## src/rtl/mult_pkg.sv

```systemverilog
// Shared definitions for the multiplier sequencer: FSM state encoding and
// default parameter values.
package mult_pkg;

    localparam int DEF_WIDTH      = 8;
    localparam int DEF_FIFO_DEPTH = 4;
    localparam int DEF_TIMEOUT    = 32;

    typedef enum logic [1:0] {
        IDLE   = 2'd0,
        ISSUE  = 2'd1,
        WAIT   = 2'd2,
        RESULT = 2'd3
    } state_t;

endpackage

```

## src/rtl/mult_seq_fifo.sv

```systemverilog
// Operand-pair queue for the multiplier sequencer. Pointers carry one extra
// wrap bit so full and empty are told apart without a separate counter.
// A push while full and a pop while empty are ignored.
module mult_seq_fifo
    import mult_pkg::*;
#(
    parameter int DW    = 2 * DEF_WIDTH,
    parameter int DEPTH = DEF_FIFO_DEPTH
) (
    input  logic          clk,
    input  logic          rst_n,
    input  logic          push,
    input  logic [DW-1:0] wdata,
    input  logic          pop,
    output logic [DW-1:0] rdata,
    output logic          full,
    output logic          empty
);

    localparam int AW = $clog2(DEPTH);

    logic [DW-1:0] mem [DEPTH];
    logic [AW:0]   wptr;
    logic [AW:0]   rptr;

    // Advance read/write pointers; reset discards every pending entry.
    always_ff @(posedge clk or negedge rst_n) begin
        if (!rst_n) begin
            wptr <= '0;
            rptr <= '0;
        end else begin
            if (push && !full)
                wptr <= wptr + 1'b1;
            if (pop && !empty)
                rptr <= rptr + 1'b1;
        end
    end

    // Storage needs no reset: entries are only readable between push and pop.
    always_ff @(posedge clk) begin
        if (push && !full)
            mem[wptr[AW-1:0]] <= wdata;
    end

    assign rdata = mem[rptr[AW-1:0]];
    assign empty = (wptr == rptr);
    assign full  = (wptr[AW] != rptr[AW]) && (wptr[AW-1:0] == rptr[AW-1:0]);

endmodule

```

## src/rtl/mult_sequencer.sv

```systemverilog
// Multiplier sequencer: queues operand pairs, issues them one at a time to an
// external multiplier, and presents each product on a result handshake.
// Optional macro MULT_SEQ_TIMEOUT_EN adds a WAIT-state watchdog that aborts a
// multiplication after TIMEOUT cycles and flags it with out_err.
//
// Handshakes (in_valid/in_ready and out_valid/out_ready): a transfer happens
// on a rising clk edge where both valid and ready are high. The source holds
// valid and its data stable until the transfer; ready may be asserted or
// withdrawn freely and never depends on valid. in_ready is simply "queue not
// full"; out_valid is high exactly while the FSM is in RESULT.
module mult_sequencer
    import mult_pkg::*;
#(
    parameter int WIDTH      = DEF_WIDTH,
    parameter int FIFO_DEPTH = DEF_FIFO_DEPTH,
    parameter int TIMEOUT    = DEF_TIMEOUT
) (
    input  logic               clk,
    input  logic               rst_n,
    input  logic               in_valid,
    output logic               in_ready,
    input  logic [WIDTH-1:0]   in_a,
    input  logic [WIDTH-1:0]   in_b,
    output logic               mul_start,
    output logic [WIDTH-1:0]   mul_a,
    output logic [WIDTH-1:0]   mul_b,
    input  logic [2*WIDTH-1:0] mul_product,
    input  logic               mul_done,
    output logic               out_valid,
    input  logic               out_ready,
    output logic [2*WIDTH-1:0] out_product,
    output logic               out_err,
    output logic [1:0]         dbg_state
);

    state_t             state;
    logic               q_full;
    logic               q_empty;
    logic               q_pop;
    logic [2*WIDTH-1:0] q_rdata;

    // Only IDLE removes the head of the queue, so one multiplication is in
    // flight at a time and results leave in push order.
    assign q_pop     = (state == IDLE) && !q_empty;
    assign in_ready  = !q_full;
    assign dbg_state = state;

    mult_seq_fifo #(
        .DW    (2 * WIDTH),
        .DEPTH (FIFO_DEPTH)
    ) u_fifo (
        .clk   (clk),
        .rst_n (rst_n),
        .push  (in_valid && in_ready),
        .wdata ({in_a, in_b}),
        .pop   (q_pop),
        .rdata (q_rdata),
        .full  (q_full),
        .empty (q_empty)
    );

`ifdef MULT_SEQ_TIMEOUT_EN
    localparam int CW = $clog2(TIMEOUT + 1);

    logic [CW-1:0] tmo_cnt;
    logic          tmo_hit;

    assign tmo_hit = (tmo_cnt == CW'(TIMEOUT - 1));

    // Watchdog: cleared while entering WAIT, counts each WAIT cycle without done.
    always_ff @(posedge clk or negedge rst_n) begin
        if (!rst_n)
            tmo_cnt <= '0;
        else if (state == ISSUE)
            tmo_cnt <= '0;
        else if ((state == WAIT) && !mul_done)
            tmo_cnt <= tmo_cnt + 1'b1;
    end
`else
    // No watchdog in this build: WAIT lasts until mul_done, never an error.
    logic unused_timeout;
    assign unused_timeout = ^(32'(TIMEOUT));
    assign out_err        = 1'b0;
`endif

    // Sequencing FSM with registered multiplier and result outputs.
    always_ff @(posedge clk or negedge rst_n) begin
        if (!rst_n) begin
            state       <= IDLE;
            mul_start   <= 1'b0;
            mul_a       <= '0;
            mul_b       <= '0;
            out_valid   <= 1'b0;
            out_product <= '0;
`ifdef MULT_SEQ_TIMEOUT_EN
            out_err     <= 1'b0;
`endif
        end else begin
            case (state)
                IDLE: begin
                    if (!q_empty) begin
                        {mul_a, mul_b} <= q_rdata;
                        mul_start      <= 1'b1;
                        state          <= ISSUE;
                    end
                end
                ISSUE: begin
                    mul_start <= 1'b0;
                    state     <= WAIT;
                end
                WAIT: begin
                    // A real completion wins over a watchdog expiry on the same edge.
                    if (mul_done) begin
                        out_product <= mul_product;
                        out_valid   <= 1'b1;
`ifdef MULT_SEQ_TIMEOUT_EN
                        out_err     <= 1'b0;
`endif
                        state       <= RESULT;
                    end
`ifdef MULT_SEQ_TIMEOUT_EN
                    else if (tmo_hit) begin
                        out_product <= '0;
                        out_err     <= 1'b1;
                        out_valid   <= 1'b1;
                        state       <= RESULT;
                    end
`endif
                end
                RESULT: begin
                    if (out_ready) begin
                        out_valid <= 1'b0;
                        state     <= IDLE;
                    end
                end
                default: begin
                    mul_start <= 1'b0;
                    out_valid <= 1'b0;
                    state     <= IDLE;
                end
            endcase
        end
    end

endmodule
```

## config.mk

```make
export PLATFORM = sky130hd
export DESIGN_NAME = mult_sequencer
export DESIGN_NICKNAME = d
export VERILOG_FILES = /design/src/rtl/mult_pkg.sv /design/src/rtl/mult_seq_fifo.sv /design/src/rtl/mult_sequencer.sv
export SDC_FILE = /design/constraint.sdc
export NUM_CORES = 1
export LEC_CHECK = 0
export CAP_MARGIN = 30
export CORE_MARGIN = 8
export CORE_UTILIZATION = 44
export DETAILED_ROUTE_END_ITERATION = 6
export DONT_BUFFER_PORTS = 1
export PLACE_DENSITY = 0.64
export SYNTH_ARGS = -nofsm -noshare
export SYNTH_HDL_FRONTEND = slang
export SYNTH_HIERARCHICAL = 1
export SYNTH_SLANG_ARGS = --single-unit
```

## constraint.sdc

```tcl
create_clock -name clk -period 2.2 [get_ports clk]
set_input_delay 0.44 -clock clk [delete_from_list [all_inputs] [get_ports clk]]
set_output_delay 0.44 -clock clk [all_outputs]
set_load 0.05 [all_outputs]
```

==> results by stage <==
Clocking:
- The clock-pin slew reported for the worst setup and hold paths after clock tree synthesis is 110 ps.
- The count of H-tree levels built during CTS is 3.
- The number of sinks driven by the clock tree is 106.
- Counting along the longest clock path gives a buffer depth of 2.
- The clock latency on the worst-skew pair is 360 ps.
- The clock root buffer master is clkbuf_8.
- TritonCTS built the clock tree.
- The number of clock buffers added by TritonCTS is 9.
- In this run the post-CTS setup repair buffer count came out at 0.

Setup path:
- At the worst endpoint, the required time is 1760 ps.
- By startpoint and endpoint, the worst setup path is classified as flop to primary output.
- The minimum setup slack among reg-to-reg paths is 230 ps.
- In this run the critical register-to-register path is launched from u_fifo/rptr[2].
- The critical path launch point type is a flop.
- The end of the worst register-to-register path is u_fifo/mem[3][13].
- In this run the worst path has a maximum fanout of 6.
- The depth of the most critical reg-to-reg path is 7.
- The kind of end point of the critical path is a primary output.
- Data arrives at the worst endpoint at 1600 ps.

Routing:
- The via density per instance is 5.13.
- For this block, wires on met1 add up to 3020 um.
- Wire segments on met2 add up to 3450 um in the final route.
- The total number of vias is 2,021.
- Summed over all nets, wire length on met3 after detailed routing comes to 879 um.
- The first detailed-routing pass ran for 4 iterations.
- The number of antenna-violating nets in the routed design is 0.
- In the final routed layout, each cell accounts on average for 18.9 um.
- After the first detailed-routing iteration, the DRC count stood at 68.
- After detailed routing, the number of remaining DRC violations is 0.
- The final layout contains routed wiring with a total length of 7440 um.
- Signal routing reaches up to met4.

Global route:
- The total routing usage reported by global routing is 11.8%.
- The global-route wire length before repair is 11,600 um.
- The number of antenna violations at the first check in global routing is 0.
- The via count of the first global-routing pass is 2,137.
- The maximum number of pins on one net before global-route repair is 43.
- Global routing finished with a remaining overflow of 0.

Hold path:
- The origin of the worst min-delay path is in_b[5].
- Along the worst hold path, the cell count comes to 0.
- For hold timing, the worst endpoint is u_fifo/mem[2][5].
- The min-delay analysis places its worst path in the category primary input to flop.

STA:
- Of the available clock period, the critical path in the final layout requires 92.9%.
- The clock arrives with 15.2 ps of skew.
- At the pin with the least slew margin, the transition time is 517 ps.
- The number of endpoints failing setup at the final stage is 0.
- Setup repair after global routing left no endpoint under its margin.
- The final max-slew violation count is 0.
- The setup TNS after final layout is 0 ps.
- The final period demand of the worst path is 2040 ps.
- Measured against its own limit, the worst slew margin works out to 65.5%.
- The total count of hold-check failures in the final report is 0.
- The final hold slack is 164 ps.
- Based on the critical path, the design can be clocked at up to 0.489 GHz.

Cells and area:
- The total non-filler cell area in the finished layout is 0.00485 sq mm.
- Compared with the post-synthesis result, the final layout area differs by 11.2%.
- The multi-input logic area is 0.00127 sq mm.
- In the final layout, the share of cells above drive strength 1 is 37.2%.
- The share of the core filled with cells is 50.0%.
- The filler cells instantiated in the layout total 783.
- Registers take 0.00297 sq mm.
- The net count of the finished layout is 303.
- The number of antenna diodes in the final layout is 0.

Status:
- The flow ran to the end, and the final reports show no timing, DRC or antenna violations.

Synth:
- Synthesis inferred 106 register bits.
- Sorting the synthesized cells by area gives the leading types as edfxtp_1, dfrtp_1, mux4_2.
- The average size of a mapped cell is 18.9 sq um.
- Summing every instance area after synthesis gives 0.00436 sq mm.
- The cell taking the most area after synthesis is edfxtp_1.
- For this run, the register share of the synthesized area comes to 68.2%.
- The area share of the largest cell type after synthesis is 44.1%.
- The warning count from the yosys run is 6.
- Synthesis handed over a netlist of 231 instances.
- Counting every net in the synthesized netlist gives 278.
- After synthesis, the netlist uses 40 different library cells.

Floorplanning:
- The die covers 0.0133 sq mm.
- For this configuration, the core starts out at a cell density of 45.0%.
- In this run the horizontal extent of the chip is 116 um.
- The core outline area is 0.00968 sq mm.
- The number of top-level pins is 75.
- The cell row count is 36.
- Measured along the y axis, the die boundary spans 116 um.

Run:
- Across the run, the number of max-cap violations was 0.

Placement:
- The instance area after placement is 0.00461 sq mm.
- At the end of routability-driven placement, the weighted congestion stood at 0.783.
- The HPWL after detailed placement is 5180 um.
- The number of buffers inserted by port buffering is 0.
==> repair_timing <==
item,in CTS,in global routing
hold endpoints to repair,42,0
hold buffers,2,0
resized for setup,0,1
endpoints found under the setup margin,0,1
==> kinds of logic after synthesis <==
family / Yosys count / share of synthesized area (%)
AO/OA/AOI/OAI: 17 / 3.21
XOR/XNOR: 9 / 2.32
adder cells (fa/ha/maj): 10 / 2.87
buffers and inverters: 18 / 2.87
flip-flops: 106 / 68.2
multiplexers: 51 / 18.0
other: 1 / 0.0860
AND/OR/NAND/NOR: 19 / 2.41
==> metrics by stage <==
| stage | setup slack [ps] | instances |
|---|---|---|
| 2_1_floorplan | 146 | 231 |
| 3_3_place_gp | 307 | 376 |
| 3_5_place_dp | 250 | 376 |
| 4_1_cts | 63.5 | 394 |
| 5_1_grt | 71.9 | 394 |
| 6_report | 155 | 394 |
==> flip-flops by register name (all words and copies together) (netlist names) <==
signal	count
mul_b	8
mul_a	8
dbg_state	2
out_product	16
u_fifo/mem	64
mul_start	1
u_fifo/rptr	3
out_valid	1
u_fifo/wptr	3
==> final cells by class <==
class | instances | share of cell area [%]
tap | 133 | 3.43
clock inverter | 7 | 1.24
timing repair buffer | 22 | 4.39
inverter | 10 | 0.775
multi-input combinational | 107 | 26.3
sequential | 106 | 61.3
clock buffer | 9 | 2.56
==> worst max path at each step <==
stage	from	to	slack, ps	cells after the start
after floorplan	u_fifo/rptr[0]	u_fifo/mem[3][0]	150	7
after global placement	u_fifo/rptr[2]	u_fifo/mem[3][5]	310	7
after detailed placement	u_fifo/rptr[2]	u_fifo/mem[3][5]	250	7
after CTS	u_fifo/rptr[2]	in_ready	60	5
after global routing	u_fifo/rptr[2]	in_ready	70	5
final	u_fifo/rptr[2]	in_ready	160	5
==> routing by layer <==
metal,global-route usage (%),vias to the layer above
met5,0,-
met4,4.47,0
met3,5.37,10
met2,18.7,78
met1,13.8,1017
li1,-,916
==> critical path, stage by stage, from the launching register on <==
cell	delay (ps)
dfrtp_1	510
xor2_4	290
nand3_2	130
inv_1	90
inv_1	70
buf_12	150
==> cells in the final DEF (no fill, tap or decap), drive strengths merged, types with 3 or more instances in the layout <==
master and n:
ha 10, xor2 4, and3 3, mux4 16, mux2 33, buf 21, nand2 6, o31ai 4
edfxtp 64, inv 13, a21oi 4, xnor2 5, dfrtp 42, clkbuf 9
==> synthesized netlist by cell type <==
cell	n
buf_12	1
nand2_1	5
buf_6	3
mux2_4	9
edfxtp_1	64
o31ai_2	1
a22o_2	1
ha_1	10
mux2i_1	2
a211oi_2	1
a31oi_1	1
clkbuf_8	1
inv_1	10
a31oi_4	1
a21o_2	1
xor2_1	2
nand2_2	1
nand2b_1	2
nand3_2	1
o221ai_1	1
xor2_2	2
buf_4	2
conb_1	1
and2_1	1
nor3_1	1
dfrtp_1	42
a21oi_1	4
and3_1	3
buf_2	1
mux4_2	16
nand3_1	1
nor2_1	2
xnor2_1	4
nor2b_2	1
nor2b_1	1
o21ai_0	2
a211oi_1	1
xnor2_2	1
o31ai_1	3
mux2_2	24
Power is not shown: default switching activity piles up to over one toggle a cycle in this logic, so the estimate is an artifact.
